<file path="src/rtl/alu_issue_pkg.sv">
// Shared constants, instruction field helpers and FSM state names for the
// ALU issue/writeback controller.
package alu_issue_pkg;

   // Opcode that is handled locally (load immediate) instead of going to the ALU.
   localparam logic [3:0] OP_LDI = 4'b1111;

   // Register file geometry; 3-bit register fields address 8 entries.
   localparam int NREGS  = 8;
   localparam int REG_W  = 8;
   localparam int ADDR_W = 3;

   // Instruction field positions (LSB of each field).
   localparam int OP_LSB  = 12;
   localparam int RD_LSB  = 9;
   localparam int RS1_LSB = 6;
   localparam int RS2_LSB = 3;
   localparam int IMM_LSB = 0;

   typedef enum logic [1:0] {
      IDLE   = 2'd0,
      ISSUE  = 2'd1,
      SETTLE = 2'd2,
      WB     = 2'd3
   } state_e;

   function automatic logic [3:0] instr_op(input logic [15:0] w);
      return w[OP_LSB +: 4];
   endfunction

   function automatic logic [ADDR_W-1:0] instr_rd(input logic [15:0] w);
      return w[RD_LSB +: ADDR_W];
   endfunction

   function automatic logic [ADDR_W-1:0] instr_rs1(input logic [15:0] w);
      return w[RS1_LSB +: ADDR_W];
   endfunction

   function automatic logic [ADDR_W-1:0] instr_rs2(input logic [15:0] w);
      return w[RS2_LSB +: ADDR_W];
   endfunction

   function automatic logic [REG_W-1:0] instr_imm(input logic [15:0] w);
      return w[IMM_LSB +: REG_W];
   endfunction

endpackage

</file>
<file path="src/rtl/alu_issue_ctrl_if.sv">
// Instruction handshake plus the ALU8bit operand/result bus.
// master: instruction source and ALU side; slave: the issue controller.
interface alu_issue_ctrl_if;
   logic        instrValid;
   logic        instrReady;
   logic [15:0] instr;
   logic [3:0]  aluOpcode;
   logic [7:0]  aluOperand1;
   logic [7:0]  aluOperand2;
   logic [15:0] aluResult;
   logic        aluFlagC;
   logic        aluFlagZ;

   modport master (
      output instrValid, instr, aluResult, aluFlagC, aluFlagZ,
      input  instrReady, aluOpcode, aluOperand1, aluOperand2
   );

   modport slave (
      input  instrValid, instr, aluResult, aluFlagC, aluFlagZ,
      output instrReady, aluOpcode, aluOperand1, aluOperand2
   );
endinterface

</file>
<file path="src/rtl/alu_regfile.sv">
// 8x8 register file: one write port, two combinational read ports whose data
// the controller latches, and one combinational debug read port.
module alu_regfile
   import alu_issue_pkg::*;
(
   input  logic              clk,
   input  logic              rst,
   input  logic              we,
   input  logic [ADDR_W-1:0] waddr,
   input  logic [REG_W-1:0]  wdata,
   input  logic [ADDR_W-1:0] raddr1,
   input  logic [ADDR_W-1:0] raddr2,
   input  logic [ADDR_W-1:0] dbg_addr,
   output logic [REG_W-1:0]  rdata1,
   output logic [REG_W-1:0]  rdata2,
   output logic [REG_W-1:0]  dbg_data
);

   logic [REG_W-1:0] regs_w [NREGS];

   // Each register is a resettable flop so reset clears the whole file at once.
   for (genvar gi = 0; gi < NREGS; gi++) begin : g_reg
      logic [REG_W-1:0] val_q;

      // Load wdata when this entry is addressed; reset clears it.
      always_ff @(posedge clk) begin
         if (rst) begin
            val_q <= '0;
         end else if (we && (waddr == ADDR_W'(gi))) begin
            val_q <= wdata;
         end
      end

      assign regs_w[gi] = val_q;
   end

   assign rdata1   = regs_w[raddr1];
   assign rdata2   = regs_w[raddr2];
   assign dbg_data = regs_w[dbg_addr];

endmodule

</file>
<file path="src/rtl/alu_issue_ctrl.sv">
// Single-issue controller in front of the combinational ALU8bit: accepts an
// instruction, presents registered operands, waits SETTLE_CYCLES, then writes
// the ALU result back. LDI is executed locally in the accept cycle.
module alu_issue_ctrl
   import alu_issue_pkg::*;
#(
   parameter int SETTLE_CYCLES = 2
)(
   input  logic                clk,
   input  logic                rst,
   alu_issue_ctrl_if.slave     bus,
   output logic                busy,
   output logic                done,
   output logic [7:0]          regHi,
   output logic                statusC,
   output logic                statusZ,
   input  logic [ADDR_W-1:0]   dbgAddr,
   output logic [REG_W-1:0]    dbgData
);

   localparam logic [1:0] S_IDLE   = 2'(IDLE);
   localparam logic [1:0] S_ISSUE  = 2'(ISSUE);
   localparam logic [1:0] S_SETTLE = 2'(SETTLE);
   localparam logic [1:0] S_WB     = 2'(WB);

   localparam int CNT_W = (SETTLE_CYCLES > 1) ? $clog2(SETTLE_CYCLES) : 1;

   logic [1:0]        state_q, state_d;
   logic [15:0]       instr_q, instr_d;
   logic [CNT_W-1:0]  cnt_q, cnt_d;
   logic [3:0]        opcode_q, opcode_d;
   logic [REG_W-1:0]  op1_q, op1_d;
   logic [REG_W-1:0]  op2_q, op2_d;
   logic [7:0]        hi_q, hi_d;
   logic              flag_c_q, flag_c_d;
   logic              flag_z_q, flag_z_d;
   logic              done_q, done_d;

   logic              instr_ready;
   logic              xfer;
   logic              rf_we;
   logic [ADDR_W-1:0] rf_waddr;
   logic [REG_W-1:0]  rf_wdata;
   logic [REG_W-1:0]  rf_rdata1;
   logic [REG_W-1:0]  rf_rdata2;
   logic              unused_instr_bits;

   // Low three instruction bits carry no field for register ops.
   assign unused_instr_bits = ^instr_q[2:0];

   assign instr_ready = (state_q == S_IDLE) && !rst;
   assign xfer        = bus.instrValid && instr_ready;

   // Read addresses come from the latched word; data is captured in ISSUE.
   alu_regfile u_regfile (
      .clk      (clk),
      .rst      (rst),
      .we       (rf_we),
      .waddr    (rf_waddr),
      .wdata    (rf_wdata),
      .raddr1   (instr_rs1(instr_q)),
      .raddr2   (instr_rs2(instr_q)),
      .dbg_addr (dbgAddr),
      .rdata1   (rf_rdata1),
      .rdata2   (rf_rdata2),
      .dbg_data (dbgData)
   );

   // Next-state logic, including the single write mux shared by LDI and writeback.
   always_comb begin
      state_d  = state_q;
      instr_d  = instr_q;
      cnt_d    = cnt_q;
      opcode_d = opcode_q;
      op1_d    = op1_q;
      op2_d    = op2_q;
      hi_d     = hi_q;
      flag_c_d = flag_c_q;
      flag_z_d = flag_z_q;
      done_d   = 1'b0;
      rf_we    = 1'b0;
      rf_waddr = instr_rd(bus.instr);
      rf_wdata = instr_imm(bus.instr);

      case (state_q)
         S_IDLE: begin
            if (xfer) begin
               instr_d = bus.instr;
               if (instr_op(bus.instr) == OP_LDI) begin
                  rf_we  = 1'b1;
                  done_d = 1'b1;
               end else begin
                  state_d = S_ISSUE;
               end
            end
         end
         S_ISSUE: begin
            opcode_d = instr_op(instr_q);
            op1_d    = rf_rdata1;
            op2_d    = rf_rdata2;
            cnt_d    = CNT_W'(SETTLE_CYCLES - 1);
            state_d  = S_SETTLE;
         end
         S_SETTLE: begin
            if (cnt_q == '0) begin
               state_d = S_WB;
            end else begin
               cnt_d = cnt_q - CNT_W'(1);
            end
         end
         S_WB: begin
            rf_we    = 1'b1;
            rf_waddr = instr_rd(instr_q);
            rf_wdata = bus.aluResult[7:0];
            hi_d     = bus.aluResult[15:8];
            flag_c_d = bus.aluFlagC;
            flag_z_d = bus.aluFlagZ;
            done_d   = 1'b1;
            state_d  = S_IDLE;
         end
         default: begin
            state_d = S_IDLE;
         end
      endcase
   end

   // State registers; reset aborts any instruction in flight without writeback.
   always_ff @(posedge clk) begin
      if (rst) begin
         state_q  <= S_IDLE;
         instr_q  <= '0;
         cnt_q    <= '0;
         opcode_q <= '0;
         op1_q    <= '0;
         op2_q    <= '0;
         hi_q     <= '0;
         flag_c_q <= 1'b0;
         flag_z_q <= 1'b0;
         done_q   <= 1'b0;
      end else begin
         state_q  <= state_d;
         instr_q  <= instr_d;
         cnt_q    <= cnt_d;
         opcode_q <= opcode_d;
         op1_q    <= op1_d;
         op2_q    <= op2_d;
         hi_q     <= hi_d;
         flag_c_q <= flag_c_d;
         flag_z_q <= flag_z_d;
         done_q   <= done_d;
      end
   end

   assign bus.instrReady  = instr_ready;
   assign bus.aluOpcode   = opcode_q;
   assign bus.aluOperand1 = op1_q;
   assign bus.aluOperand2 = op2_q;
   assign busy            = (state_q != S_IDLE);
   assign done            = done_q;
   assign regHi           = hi_q;
   assign statusC         = flag_c_q;
   assign statusZ         = flag_z_q;

endmodule
</file>
<file path="src/flat_wrapper.sv">
// flat-port wrapper written by rule: the top's interface ports become plain ports
module alu_issue_ctrl_flat import alu_issue_pkg::*;
#(
   parameter int SETTLE_CYCLES = 2
)
  (clk, rst, busy, done, regHi, statusC, statusZ, dbgAddr, dbgData, bus_instrValid, bus_instr, bus_aluResult, bus_aluFlagC, bus_aluFlagZ, bus_instrReady, bus_aluOpcode, bus_aluOperand1, bus_aluOperand2);
  alu_issue_ctrl_if bus_i ();
  input  logic clk;
  input  logic rst;
  output logic busy;
  output logic done;
  output logic [7:0] regHi;
  output logic statusC;
  output logic statusZ;
  input  logic [ADDR_W-1:0] dbgAddr;
  output logic [REG_W-1:0] dbgData;
  input wire logic [$bits(bus_i.instrValid)-1:0] bus_instrValid;
  input wire logic [$bits(bus_i.instr)-1:0] bus_instr;
  input wire logic [$bits(bus_i.aluResult)-1:0] bus_aluResult;
  input wire logic [$bits(bus_i.aluFlagC)-1:0] bus_aluFlagC;
  input wire logic [$bits(bus_i.aluFlagZ)-1:0] bus_aluFlagZ;
  output wire logic [$bits(bus_i.instrReady)-1:0] bus_instrReady;
  output wire logic [$bits(bus_i.aluOpcode)-1:0] bus_aluOpcode;
  output wire logic [$bits(bus_i.aluOperand1)-1:0] bus_aluOperand1;
  output wire logic [$bits(bus_i.aluOperand2)-1:0] bus_aluOperand2;
  assign bus_i.instrValid = bus_instrValid;
  assign bus_i.instr = bus_instr;
  assign bus_i.aluResult = bus_aluResult;
  assign bus_i.aluFlagC = bus_aluFlagC;
  assign bus_i.aluFlagZ = bus_aluFlagZ;
  assign bus_instrReady = bus_i.instrReady;
  assign bus_aluOpcode = bus_i.aluOpcode;
  assign bus_aluOperand1 = bus_i.aluOperand1;
  assign bus_aluOperand2 = bus_i.aluOperand2;
  alu_issue_ctrl #(.SETTLE_CYCLES(SETTLE_CYCLES)) u_core (.clk(clk), .rst(rst), .bus(bus_i), .busy(busy), .done(done), .regHi(regHi), .statusC(statusC), .statusZ(statusZ), .dbgAddr(dbgAddr), .dbgData(dbgData));
endmodule
</file>
<file path="config.mk">
export PLATFORM = sky130hd
export DESIGN_NAME = alu_issue_ctrl_flat
export DESIGN_NICKNAME = d
export VERILOG_FILES = /design/src/rtl/alu_issue_pkg.sv /design/src/rtl/alu_issue_ctrl_if.sv /design/src/rtl/alu_regfile.sv /design/src/rtl/alu_issue_ctrl.sv /design/src/flat_wrapper.sv
export SDC_FILE = /design/constraint.sdc
export NUM_CORES = 1
export LEC_CHECK = 0
export ABC_AREA = 1
export BUFFER_PORTS_ARGS = -buffer_cell sky130_fd_sc_hd__buf_2
export CORE_MARGIN = 2
export CORE_UTILIZATION = 43
export CTS_CLUSTER_DIAMETER = 120
export DETAILED_ROUTE_END_ITERATION = 10
export MAX_ROUTING_LAYER = met4
export REMOVE_ABC_BUFFERS = 1
export SLEW_MARGIN = 20
export SYNTH_ARGS = -nofsm -noshare
export SYNTH_HDL_FRONTEND = slang
export SYNTH_SLANG_ARGS = --single-unit
export TNS_END_PERCENT = 10
</file>
<file path="constraint.sdc">
create_clock -name clk -period 1.7 [get_ports clk]
set_input_delay 0.255 -clock clk [delete_from_list [all_inputs] [get_ports clk]]
set_output_delay 0.255 -clock clk [all_outputs]
set_load 0.005 [all_outputs]
</file>
==> out/metrics.csv <==
stage;metric;value;unit
critical_path;reg2reg setup slack;0.01;ns
critical_path;Worst EP arrival;1.98;ns
placement;port bufs;80;
drt;Post-DRT Antenna Nets;0;
grt;first-pass GRT wire length;33.8;mm
job;Max-Cap Viols;0;
critical_path;family with the most delay on the worst path;simple AND/OR/NAND/NOR gates;
synthesis;Synth Instances;1029;
critical_path;CP Max Fanout;8;
die;core box area;14600;µm²
drt;DRC;0;
placement;gp weighted congestion;0.899;
synthesis;largest area contributor in the netlist;dfxtp_1;
placement;dpl cell area;7630;µm²
grt;global route overflow;0;
placement;Setup WS pre-CTS;-0.104;ns
timing;Tcrit/Tclk final;99.2;%
drt;via count;7088;
grt;largest net degree at the start of global routing;75;
timing;Final setup viols;0;
critical_path;FF-to-FF End;u_core.u_regfile.g_reg[3].val_q[0]$_SDFFE_PP0P_;
synthesis;mapped cell area;6510;µm²
layout;design area;8200;µm²
timing;Final Hold Vio Count;0;
synthesis;Cell variety after synth;26;
placement;HPWL after DPL;14.9;mm
worst_hold_path;worst min-delay path class;in -> reg;
die;initial core utilization;44.4;%
clock_tree;clock insertion delay at the later pin of the skew report;0.36;ns
timing;worst clock skew;0.0101;ns
outcome;status;completed;
critical_path;reg2reg start;u_core.state_q[1]$_SDFFE_PP0P_;
synthesis;Seq/Total Area, Yosys;34.1;%
layout;post-layout net count;1178;
synthesis;flops & latches, synth;111;
die;die footprint;16100;µm²
synthesis;asr flop ratio synth;0;%
critical_path;Buf/Inv on CP;4;
clock_tree;CTS sink count;111;
grt;GRT Max-Usage Layer;met2;
grt;grt met2 use;42.6;%
drt;drt pass-1 iters;5;
critical_path;Stages on worst setup path;12;
synthesis;Post-synth EDFFs;0;
layout;share of cells above drive strength 1;20.2;%
critical_path;Crit path largest cell delay;0.34;ns
grt;initial antenna violation count;0;
timing;Max transition margin;59.6;%
synthesis;Synth area leaders;dfxtp_1, nand2_1, inv_1, o21ai_0, a21oi_1;
critical_path;crit start category;flip-flop;
pwr;power per cell area;1170;nW/µm²
synthesis;most frequent cell after synthesis;nand2_1;
critical_path;Setup CP Type;reg -> reg;
layout;fillers;1498;
critical_path;R2R depth;12;
drt;wire per inst;16.1;µm
pwr;Overall Power;9.57;mW
timing;min Tclk post-route;1.69;ns
clock_tree;H-tree depth;3;
critical_path;Setup crit end;u_core.u_regfile.g_reg[3].val_q[0]$_SDFFE_PP0P_;
timing;FMAX;593;MHz
grt;vias in the first global route;6363;
synthesis;YS warnings;0;
critical_path;CP Launch Point;u_core.state_q[1]$_SDFFE_PP0P_;
layout;antenna cells;0;
timing;worst setup margin;0.0128;ns
clock_tree;Bufs on Longest Clock Path;2;
critical_path;Critical Path, Cell by Cell;buf_6, inv_4, ha_4, nand2_2, nor2_1, nand2_1, nand2_4, buf_12, nand3_4, nand2_1, inv_1, nor2_1;
timing;TNS Setup;0;ns
layout;area grow syn2layout;26.0;%
drt;initial drt markers;748;
timing;pins over their slew limit;0;
clock_tree;Worst-path clk slew;0.07;ns
grt;M1 GR Usage;35.6;%
clock_tree;Hold Buf Count CTS;0;
clock_tree;CTS buffer count;9;
critical_path;critical path data required time;2.00;ns
critical_path;crit end category;flip-flop;
grt;GRT Overall Usage;27.3;%
die;Die Y;127;µm
die;Die X;127;µm
pwr;worst vdd ir;1.23;mV
clock_tree;root buf cell;clkbuf_16;
synthesis;top cells by count, synth;nand2_1, inv_1, o21ai_0;
timing;RSZ-0062 raised after global routing;true;
grt;M3 GR Usage;4.94;%
timing;measured slew at the worst slew-check pin;0.605;ns
synthesis;Avg Cell Area, Syn;6.33;µm²
synthesis;share of the synthesized area in the top cell type;34.1;%
die;FP Rows;44;
critical_path;crit path max-delay cell type;dfxtp_2;
die;I/O pin total;81;
drt;routed wire length;21.3;mm
pwr;Pleak;3.64;nW
synthesis;dominant synthesized flop cell;dfxtp_1;
drt;post-DR vias/cell;5.36;
clock_tree;TritonCTS clock tree;built;
## repair_timing
action,4_1_cts,5_1_grt
buffers inserted,0,1
cloned,0,3
gates resized for setup,10,36
pin swaps,0,25
setup endpoints to repair,65,73
## cell usage in the layout (no fill, tap or decap), drive strengths merged
cell type  instances
nand2            206
buf              159
inv              155
o21ai            123
dfxtp            111
a21oi            100
nor2              96
nand4             64
nand3             52
o211ai            29
clkbuf            14
o21a               8
or2                8
ha                 5
clkinv             3
clkinvlp           2
bufinv             2
nand3b             1
## layout make-up
class	instances	area, µm²	area share, %
sequential	111	2230	27.2
clock inverter	5	80.1	0.977
clock buffer	11	253	3.08
multi-input combinational	692	3540	43.2
tap	184	230	2.81
inverter	157	597	7.28
timing repair buffer	162	1270	15.5
## kinds of logic after synthesis
family | share of synthesized area, %
compound gates | 21.6
fa+ha+maj | 0.961
buf+inv | 13.4
flops | 34.1
simple gates | 30.0
## per-layer routing
| metal | share of wire [%] | wire [µm] |
|---|---|---|
| met5 | 0 | 0 |
| met1 | 44 | 9340 |
| met4 | 3.2 | 692 |
| met3 | 7.4 | 1570 |
| met2 | 46 | 9720 |
## state kept, by name (all words and copies together) (netlist names)
register,cells
u_core.state_q,2
u_core.u_regfile.g.val_q,64
u_core.cnt_q,1
u_core.bus.aluOperand2,8
u_core.statusZ,1
u_core.done,1
u_core.instr_q,13
u_core.bus.aluOpcode,4
u_core.statusC,1
u_core.bus.aluOperand1,8
u_core.regHi,8
## how the worst min path moves through the flow
stage / from / end / slack [ns] / cells past startpoint
3_5_place_dp: u_core.instr_q[12]$_SDFFE_PP0P_ / u_core.instr_q[12]$_SDFFE_PP0P_ / 0.45 / 2
4_1_cts: rst / u_core.done$_SDFF_PP0_ / 0.08 / 2
6_report: rst / u_core.done$_SDFF_PP0_ / 0.08 / 2
2_1_floorplan: rst / u_core.done$_SDFF_PP0_ / 0.33 / 1
3_3_place_gp: u_core.instr_q[14]$_SDFFE_PP0P_ / u_core.instr_q[14]$_SDFFE_PP0P_ / 0.45 / 2
5_1_grt: rst / u_core.done$_SDFF_PP0_ / 0.08 / 2
## through the flow
step / std cells / util (%) / hold slack (ns)
after floorplan: 960 / - / 0.327
after global placement: 1302 / 52.1 / 0.446
after detailed placement: 1302 / 52.1 / 0.448
after CTS: 1318 / 54.9 / 0.0761
after global routing: 1322 / 56.0 / 0.0822
final: 1322 / 56.0 / 0.0806
## where the power goes
part / internal [mW] / total [mW] / switching [mW]
clock network: 1.37 / 2.36 / 0.993
registers: 2.96 / 3.14 / 0.176
logic: 1.65 / 4.07 / 2.42
Note: power is estimated with default switching activity, not from simulation.
